===== src/rtl/mem_arbiter.sv =====
// mem_arbiter: shares the byte-wide, 17-bit-address system RAM between line
// refills (16 bytes) and data loads/stores (1/2/4 bytes). Each request is
// serialised into byte transfers; data is assembled/scattered little-endian.
// Optional feature macro: MEM_ARB_RR_EN selects round-robin arbitration
// instead of fixed data-over-instruction priority.
module mem_arbiter (
  input  logic         clk,
  input  logic         rst,
  input  logic         rdy,
  input  logic         inst_re,
  input  logic [31:0]  inst_addr,
  output logic [127:0] inst_data,
  output logic         inst_busy,
  input  logic         data_re,
  input  logic         data_we,
  input  logic [31:0]  data_addr,
  input  logic [1:0]   data_width,
  input  logic [31:0]  data_wdata,
  output logic [31:0]  data_rdata,
  output logic         data_busy,
  output logic [16:0]  mem_a,
  output logic [7:0]   mem_dout,
  input  logic [7:0]   mem_din,
  output logic         mem_wr
);

  localparam int unsigned AW         = 17;
  localparam int unsigned CW         = 5;
  localparam int unsigned LINE_BYTES = 16;

  typedef enum logic [2:0] {IDLE, INST, DREAD, DWRITE, DONE} state_t;

  state_t         state_q, state_d;
  logic [CW-1:0]  cnt_q, len_q, cnt_inc, data_len;
  logic [AW-1:0]  base_q, addr_next, inst_base;
  logic [31:0]    wdata_q;
  logic [127:0]   inst_shadow_q, inst_shadow_nxt;
  logic [31:0]    data_shadow_q, data_shadow_nxt;
  logic [3:0]     inst_lane;
  logic [1:0]     data_lane;
  logic [7:0]     wbyte_next;
  logic           data_req, data_wins;
  logic           grant_data, grant_inst, xfer_last;
  logic           unused_addr_bits;

  assign data_req         = data_re | data_we;
  assign inst_base        = {inst_addr[16:4], 4'h0};
  assign unused_addr_bits = ^{inst_addr[31:17], inst_addr[3:0], data_addr[31:17]};

`ifdef MEM_ARB_RR_EN
  logic last_inst_q;

  // Data wins a tie unless it was the most recent grant.
  assign data_wins = !inst_re || last_inst_q;

  // Remember which requester was granted last; reset favours data.
  always_ff @(posedge clk) begin
    if (rst) begin
      last_inst_q <= 1'b1;
    end else if (rdy) begin
      if (grant_data)      last_inst_q <= 1'b0;
      else if (grant_inst) last_inst_q <= 1'b1;
    end
  end
`else
  assign data_wins = 1'b1;
`endif

  // Byte-count decode, next address and lane insertion for captured bytes.
  always_comb begin
    cnt_inc    = cnt_q + CW'(1);
    addr_next  = base_q + AW'(cnt_inc);
    inst_lane  = 4'(cnt_q - CW'(1));
    data_lane  = 2'(cnt_q - CW'(1));
    wbyte_next = wdata_q[{cnt_inc[1:0], 3'b000} +: 8];
    inst_shadow_nxt = inst_shadow_q;
    inst_shadow_nxt[{inst_lane, 3'b000} +: 8] = mem_din;
    data_shadow_nxt = data_shadow_q;
    data_shadow_nxt[{data_lane, 3'b000} +: 8] = mem_din;
    case (data_width)
      2'b00:   data_len = CW'(1);
      2'b01:   data_len = CW'(2);
      default: data_len = CW'(4);
    endcase
  end

  // State register; rdy=0 freezes the machine.
  always_ff @(posedge clk) begin
    if (rst)      state_q <= IDLE;
    else if (rdy) state_q <= state_d;
  end

  // Next-state logic with grant and completion strobes.
  always_comb begin
    state_d    = state_q;
    grant_data = 1'b0;
    grant_inst = 1'b0;
    xfer_last  = 1'b0;
    case (state_q)
      IDLE: begin
        if (data_req && data_wins) begin
          grant_data = 1'b1;
          state_d    = data_we ? DWRITE : DREAD;
        end else if (inst_re) begin
          grant_inst = 1'b1;
          state_d    = INST;
        end
      end
      INST, DREAD: begin
        if (cnt_q == len_q) begin
          xfer_last = 1'b1;
          state_d   = DONE;
        end
      end
      DWRITE: begin
        if (cnt_q == len_q - CW'(1)) begin
          xfer_last = 1'b1;
          state_d   = DONE;
        end
      end
      DONE:    state_d = IDLE;
      default: state_d = IDLE;
    endcase
  end

  // Transfer datapath: RAM address/strobe sequencing and data assembly.
  always_ff @(posedge clk) begin
    if (rst) begin
      cnt_q         <= '0;
      len_q         <= '0;
      base_q        <= '0;
      wdata_q       <= '0;
      inst_shadow_q <= '0;
      data_shadow_q <= '0;
      inst_data     <= '0;
      data_rdata    <= '0;
      inst_busy     <= 1'b0;
      data_busy     <= 1'b0;
      mem_a         <= '0;
      mem_dout      <= '0;
      mem_wr        <= 1'b0;
    end else if (rdy) begin
      case (state_q)
        IDLE: begin
          if (grant_data) begin
            cnt_q     <= '0;
            len_q     <= data_len;
            base_q    <= data_addr[AW-1:0];
            wdata_q   <= data_wdata;
            mem_a     <= data_addr[AW-1:0];
            data_busy <= 1'b1;
            if (data_we) begin
              mem_wr   <= 1'b1;
              mem_dout <= data_wdata[7:0];
            end else begin
              data_shadow_q <= '0;
            end
          end else if (grant_inst) begin
            cnt_q         <= '0;
            len_q         <= CW'(LINE_BYTES);
            base_q        <= inst_base;
            mem_a         <= inst_base;
            inst_shadow_q <= '0;
            inst_busy     <= 1'b1;
          end
        end
        INST: begin
          cnt_q <= cnt_inc;
          if (cnt_inc < len_q) mem_a <= addr_next;
          if (cnt_q != '0)     inst_shadow_q <= inst_shadow_nxt;
          if (xfer_last) begin
            inst_data <= inst_shadow_nxt;
            inst_busy <= 1'b0;
          end
        end
        DREAD: begin
          cnt_q <= cnt_inc;
          if (cnt_inc < len_q) mem_a <= addr_next;
          if (cnt_q != '0)     data_shadow_q <= data_shadow_nxt;
          if (xfer_last) begin
            data_rdata <= data_shadow_nxt;
            data_busy  <= 1'b0;
          end
        end
        DWRITE: begin
          cnt_q <= cnt_inc;
          if (xfer_last) begin
            mem_wr    <= 1'b0;
            data_busy <= 1'b0;
          end else begin
            mem_a    <= addr_next;
            mem_dout <= wbyte_next;
          end
        end
        default: ;
      endcase
    end
  end

endmodule

===== config.mk =====
export PLATFORM = sky130hd
export DESIGN_NAME = mem_arbiter
export DESIGN_NICKNAME = d
export VERILOG_FILES = /design/src/rtl/mem_arbiter.sv
export SDC_FILE = /design/constraint.sdc
export NUM_CORES = 1
export LEC_CHECK = 0
export CAP_MARGIN = 10
export CORE_MARGIN = 8
export CORE_UTILIZATION = 59
export CTS_BUF_LIST = sky130_fd_sc_hd__clkbuf_8
export DETAILED_ROUTE_END_ITERATION = 8
export HOLD_SLACK_MARGIN = 0.05
export PLACE_DENSITY = 0.87
export SETUP_SLACK_MARGIN = 0.02
export SLEW_MARGIN = 40
export SYNTH_ARGS = -nofsm -noshare
export SYNTH_HDL_FRONTEND = slang
export SYNTH_SLANG_ARGS = --single-unit

===== constraint.sdc =====
create_clock -name clk -period 7.35 [get_ports clk]
set_input_delay 1.1025 -clock clk [delete_from_list [all_inputs] [get_ports clk]]
set_output_delay 1.1025 -clock clk [all_outputs]
set_load 0.05 [all_outputs]

==> metrics, run 1 <==
hold_buf cts 0; Die Footprint ~0.036 mm2; part of the cycle the worst path needs about half; Worst Reg-to-Reg Cells 9; Hold Crit Class reg2reg; routed len/inst ~20 um; setup TNS 0 ps; FFs w/ async S/R, synth 0%; Max Clock Skew 27.0 ps; first-pass GRT wire length around 82 mm; Via density 6.17; register area share after synthesis about 46%; reg2reg end inst_shadow_q[57]; Clock Path Buffers 3; DRC Markers 0; maxcap violations 0; drt first-iter violations about 1500; Slew Limit Headroom 37.3%; antenna violations before repair 0; Synth area leaders dfxtp_1 (46%), nor2_1 (6.1%), a211oi_1 (4.8%); final std cells w/o fill ~2600; port bufs about 270; largest net degree at the start of global routing 182; Nets between 2000 and 2500; Slew @ Worst Pin roughly 940 ps; Critical Path RT 7800 ps; H-tree Lvls 3; Setup WS post-layout ~3700 ps; Cells after DPL 2447; Die Width around 190 um; Avg Synthesized Cell Area roughly 9.2 um2; most common cell in the netlist dfxtp_1; total leakage power 7.41 nW; initial core utilization between 60% and 70%; number of cell rows between 60 and 70; Hold EP data_shadow_q[5]; Worst-Skew Late Latency around 600 ps; DIE HEIGHT 190 um; Syn Std Cell Area approximately 0.018 mm2; routed vias between 15000 and 20000; grt ovf 0; WS Path Type reg2reg; Total Wirelength ~51 mm; area leader, netlist dfxtp_1; Area Growth Syn to Fin 22.0%; final setup vio count 0; register area 0.00819 mm2; clock slew at reported path FFs ~60 ps; Hold Path Depth 2; DR pass1 iterations 7; Post-Syn Instances a little under 2000; WHS roughly 450 ps; Pwr Density around 260 mW/mm2; library cells used by synthesis 82; Top FF cell, synth dfxtp_1; Post CTS Setup Buffer Count 0; Post-synth top cells dfxtp_1 (409), nor2_1 (291), nand2_1 (173); CP max FO 20; CTS Root Cell clkbuf_8; Power, Total roughly 5.7 mW; synthesized flop and latch total a little over 400; I/O pin count 300; Syn. warnings 0; EDFF count, synth 0; overall routing resource usage between 20 and 30%; crit path launch type register; clock sinks around 400; antenna cells 0; Core Box Area 0.0296 mm2; M1 WL 20.7 mm; gpl congestion 0.885; Crit Reg-Reg Startpoint cnt_q[1]; Max Slew Vio Count 0; Multi-input gate area about 0.009 mm2; post-place setup slack 3100 ps; syn nets just over 2000; highest layer used for signal routing met4; cts bufs inserted 67; Met2 Wirelength between 20 and 25 mm; vias in the first global route 15600; R2R Setup Slk between 3000 and 4000 ps; fin crit period between 3000 and 4000 ps; min-delay src data_shadow_q[5]; maximum achievable frequency approximately 270 MHz; setup repair after global routing missed its margin no; endpoints failing hold 0; outcome finished, final reports clean; peak supply drop 0.000203 V; Crit. End Element register; wire length on met3 around 5.2 mm; crit path DAT ~4100 ps; share of cells above drive strength 1 9.82%; Synth top area share about 46%; remaining antenna violation count after routing 0; CTS tree yes; post_cts resized 0; HPWL Detailed between 30 and 40 mm; number of fill cells 2121
## per-stage QoR
stage / util [%] / instance area, um2
after floorplan: - / 17800
after global placement: 68.6 / 20300
after detailed placement: 68.8 / 20400
after CTS: 73.2 / 21700
after global routing: 73.3 / 21700
final: 73.3 / 21700
## worst max-delay path by stage
stage | from | end | slack (ps)
2_1_floorplan | cnt_q[0] | mem_a[8] | 4600
5_1_grt | cnt_q[1] | inst_shadow_q[57] | 3410
6_report | cnt_q[1] | inst_shadow_q[57] | 3700
3_3_place_gp | rdy | inst_data[83] | 3210
4_1_cts | cnt_q[0] | inst_data[83] | 3680
3_5_place_dp | rdy | inst_data[84] | 3100
## kinds of logic (layout without fill, tap and decap cells)
| logic type | after synthesis | count (layout) | share of synthesized area, % |
|---|---|---|---|
| compound gates | 500 | 500 | 22.0 |
| xor+xnor | 27 | 27 | 1.76 |
| fa+ha+maj | 19 | 19 | 1.38 |
| buf+inv | 182 | 411 | 4.71 |
| flops | 409 | 409 | 46.0 |
| mux | 88 | 88 | 5.51 |
| simple gates | 715 | 715 | 18.7 |
## sequential cells by signal, summed over array words and instances (netlist names)
signal         flops
inst_data        128
inst_shadow_q    128
data_rdata        32
data_shadow_q     32
wdata_q           32
base_q            17
mem_a             17
mem_dout           8
cnt_q              5
len_q              4
state_q            3
data_busy          1
inst_busy          1
mem_wr             1
## critical path, stage by stage, from the launching register on
cell,delay [ps]
dfxtp_1,620
inv_1,210
ha_1,340
buf_4,340
and3_1,320
a311oi_2,210
a211oi_4,800
o21ai_1,360
nand2_1,170
o21ai_0,140
## layout by cell type, fill, tap and decap left out, drive strengths merged, types with 47 or more instances in the layout
cell           instances
dfxtp                409
nor2                 296
clkdlybuf4s50        264
nand2                174
a211oi               116
nor3                 110
a21oi                 87
clkbuf                82
mux2i                 80
a22o                  64
a2111oi               54
o21ai                 47
## per-layer routing
layer / GRT usage [%] / up-vias
li1: - / 7401
met1: 34.2 / 7514
met2: 44.5 / 755
met3: 8.20 / 129
met4: 11.4 / 0
met5: 0 / -
## power breakdown
group / switching [mW] / internal, mW / leakage [nW]
logic: 0.897 / 0.435 / 3.37
registers: 0.0901 / 2.35 / 3.31
clock network: 0.893 / 1.01 / 0.733
## area by class of cell
class	instances	area share, %
multi-input cells	1349	40.8
flip-flops and latches	409	37.7
repair buffers	278	12.9
clock buffers	82	5.20
well taps	390	2.25
clock inverters	30	0.737
inverters	21	0.363
Power figures use the tool's default switching activity.
==> run 2: changes to the inputs <==
--- a/config.mk
+++ b/config.mk
@@ -7,11 +7,11 @@
 export LEC_CHECK = 0
 export CAP_MARGIN = 10
 export CORE_MARGIN = 8
-export CORE_UTILIZATION = 59
+export CORE_UTILIZATION = 50
 export CTS_BUF_LIST = sky130_fd_sc_hd__clkbuf_8
 export DETAILED_ROUTE_END_ITERATION = 8
 export HOLD_SLACK_MARGIN = 0.05
-export PLACE_DENSITY = 0.87
+export PLACE_DENSITY = 0.79
 export SETUP_SLACK_MARGIN = 0.02
 export SLEW_MARGIN = 40
 export SYNTH_ARGS = -nofsm -noshare
==> constraint.sdc (replaced) <==
create_clock -name clk -period 2.99 [get_ports clk]
set_input_delay 0.4485 -clock clk [delete_from_list [all_inputs] [get_ports clk]]
set_output_delay 0.4485 -clock clk [all_outputs]
set_load 0.05 [all_outputs]
==> run 2 against run 1 <==
Power grew 150%. Setup slack lost 3600 ps. Sequential power grew 150%. Critical endpoint is now inst_data[60]. Largest cell class unchanged. Register-to-register slack lost 3600 ps. Final area grew 2.9%.
==> metrics, run 2 (synthesis gave the netlist of run 1 again) <==
endpoints failing hold 0 (unchanged); clock sinks 409 (unchanged); Nets 2327 (+3.1%); WS Path Type reg2reg; H-tree Lvls 3 (unchanged); maximum achievable frequency 351 MHz (+28%); share of cells above drive strength 1 12.5% (+2.7 points); crit path DAT 3280 ps (-820 ps); delay-heaviest family, CP compound AO/OA/AOI/OAI gates; Critical Path RT 3420 ps (-4380 ps); cts bufs inserted 66 (-1.5%); Hold Path Depth 2 (unchanged); port bufs 265 (unchanged); Crit. End Element register; first-pass GRT wire length 83.9 mm (+1.8%); DRC Markers 0 (unchanged); Max Slew Vio Count 0 (unchanged); Crit path top cell by count buf_4; Hold Crit Class in2reg; Max Clock Skew 25.8 ps (-1.24 ps); overall routing resource usage 24.5% (-3.1 points); CP Buf/Inv Count 3 (+1); gpl congestion 0.900 (+1.8%); worst path cell trace inv_1, buf_4, ha_2, nor4b_2, o21ai_1, a211oi_4, buf_4, nor3_1, a2111oi_1; CP peak stage delay 440 ps (-360 ps); I/O pin count 300 (unchanged); commonest non-fill, non-tap cell in the layout dfxtp_1; commonest non-fill, non-tap cells in the layout dfxtp_1 (409), nor2_1 (289), clkdlybuf4s50_1 (264); routed vias 16000 (+1.5%); Die Footprint 0.0419 mm2 (+16%); outcome finished, final reports clean; setup TNS 0 ps (unchanged); fin crit period 2850 ps (-798 ps); Core Box Area 0.0353 mm2 (+19%); WHS 253 ps (-192 ps); CTS Root Cell clkbuf_8; maxcap violations 0 (unchanged); hold_buf cts 0 (unchanged); CP max FO 16 (-20%); R2R Setup Slk 140 ps (-3560 ps); clock slew at reported path FFs 60 ps (about the same); Area Growth Syn to Fin 25.5%; Slew Limit Headroom 44.5% (+7.2 points); antenna violations before repair 0 (unchanged); crit path launch type register; NetSw 4.66 mW (+150%); critical path depth in cells 9 (unchanged); remaining antenna violation count after routing 0 (unchanged); HPWL Detailed 37.3 mm (+7.9%); vias in the first global route 15500 (-0.92%); Pwr Density 631 mW/mm2 (+140%); Die Width 205 um (+7.9%); peak supply drop 0.000413 V (+100%); Regs by FF count inst_data x128, inst_shadow_q x128; part of the cycle the worst path needs 95.4% (+46 points); grt ovf 0 (unchanged); Via density 5.93 (-3.9%); initial core utilization 50.4% (-9.6 points); part of the power in registers 42.4% (-0.5 points); Clock Path Buffers 3 (unchanged); setup repair after global routing missed its margin no; routed len/inst 19.7 um (-1.6%); DR pass1 iterations 5 (-2); Internal 9.45 mW (+150%); Clk network pwr share 33.4% (-0.2 points); number of cell rows 69 (+9.5%); antenna cells 0 (unchanged); crit path max-delay cell type a2111oi_1; Slew @ Worst Pin 833 ps (-105 ps); DIE HEIGHT 205 um (+7.9%); final setup vio count 0 (unchanged); final instance area 0.0223 mm2 (+2.9%); Worst-Skew Late Latency 590 ps (about the same); largest net degree at the start of global routing 99 (-46%); Placed Area 0.0210 mm2 (+2.9%); CTS tree yes; total leakage power 7.77 nW (+4.8%); sw frac 33.0% (-0.12 points); Gate power share 24.2% (+0.7 points); Total Wirelength 53.3 mm (+4.0%); drt first-iter violations 1326 (-12%); Worst Reg-to-Reg Cells 9 (unchanged)
-- run 2: path summary, 6_finish.rpt --
kind	to	from
hold reg to reg	data_shadow_q[7]	data_shadow_q[7]
setup reg to reg	inst_data[60]	cnt_q[0]
setup / recovery	inst_data[60]	cnt_q[0]
hold / removal	base_q[0]	rst
-- run 2: layout make-up --
| class | instances | area (um2) |
|---|---|---|
| fill | 2884 | 13000 |
| multi-input combinational | 1349 | 8830 |
| sequential | 409 | 8190 |
| timing repair buffer | 349 | 3390 |
| clock buffer | 80 | 1100 |
| tap | 461 | 577 |
| clock inverter | 35 | 183 |
| inverter | 21 | 78.8 |
-- run 2: power by group through the flow --
stage | Sequential, mW | Clock, mW | Combinational, mW
3_3_place_gp | 6.09 | 0 | 3.31
5_1_grt | 6.02 | 5.06 | 3.63
2_1_floorplan | 6.81 | 0 | 1.52
4_1_cts | 5.98 | 4.79 | 3.38
6_report | 5.99 | 4.71 | 3.41
3_5_place_dp | 6.10 | 0 | 3.37
-- run 2: layer usage --
metal / wire length (um) / part of all wire (%) / global-route usage (%)
met2: 24600 / 46 / 39.0
met5: 0 / 0 / 0
met4: 1650 / 3.1 / 9.33
met1: 22100 / 41 / 31.5
met3: 4900 / 9.2 / 6.29
-- run 2: through the flow --
stage / power (mW) / setup slack (ps) / instances / util [%]
floorplan: 8.33 / 244 / 1940 / -
global placement: 9.39 / 151 / 2586 / 59.4
finish: 14.1 / 138 / 2704 / 63.3
detailed placement: 9.46 / 14.8 / 2586 / 59.5
global route: 14.7 / 20.3 / 2704 / 63.3
CTS: 14.2 / 102 / 2701 / 63.1
-- run 2: timing repair --
action,CTS,global route
endpoints found under the setup margin,1,37
buffers inserted,0,3
pin swaps,0,3
resized for setup,1,8
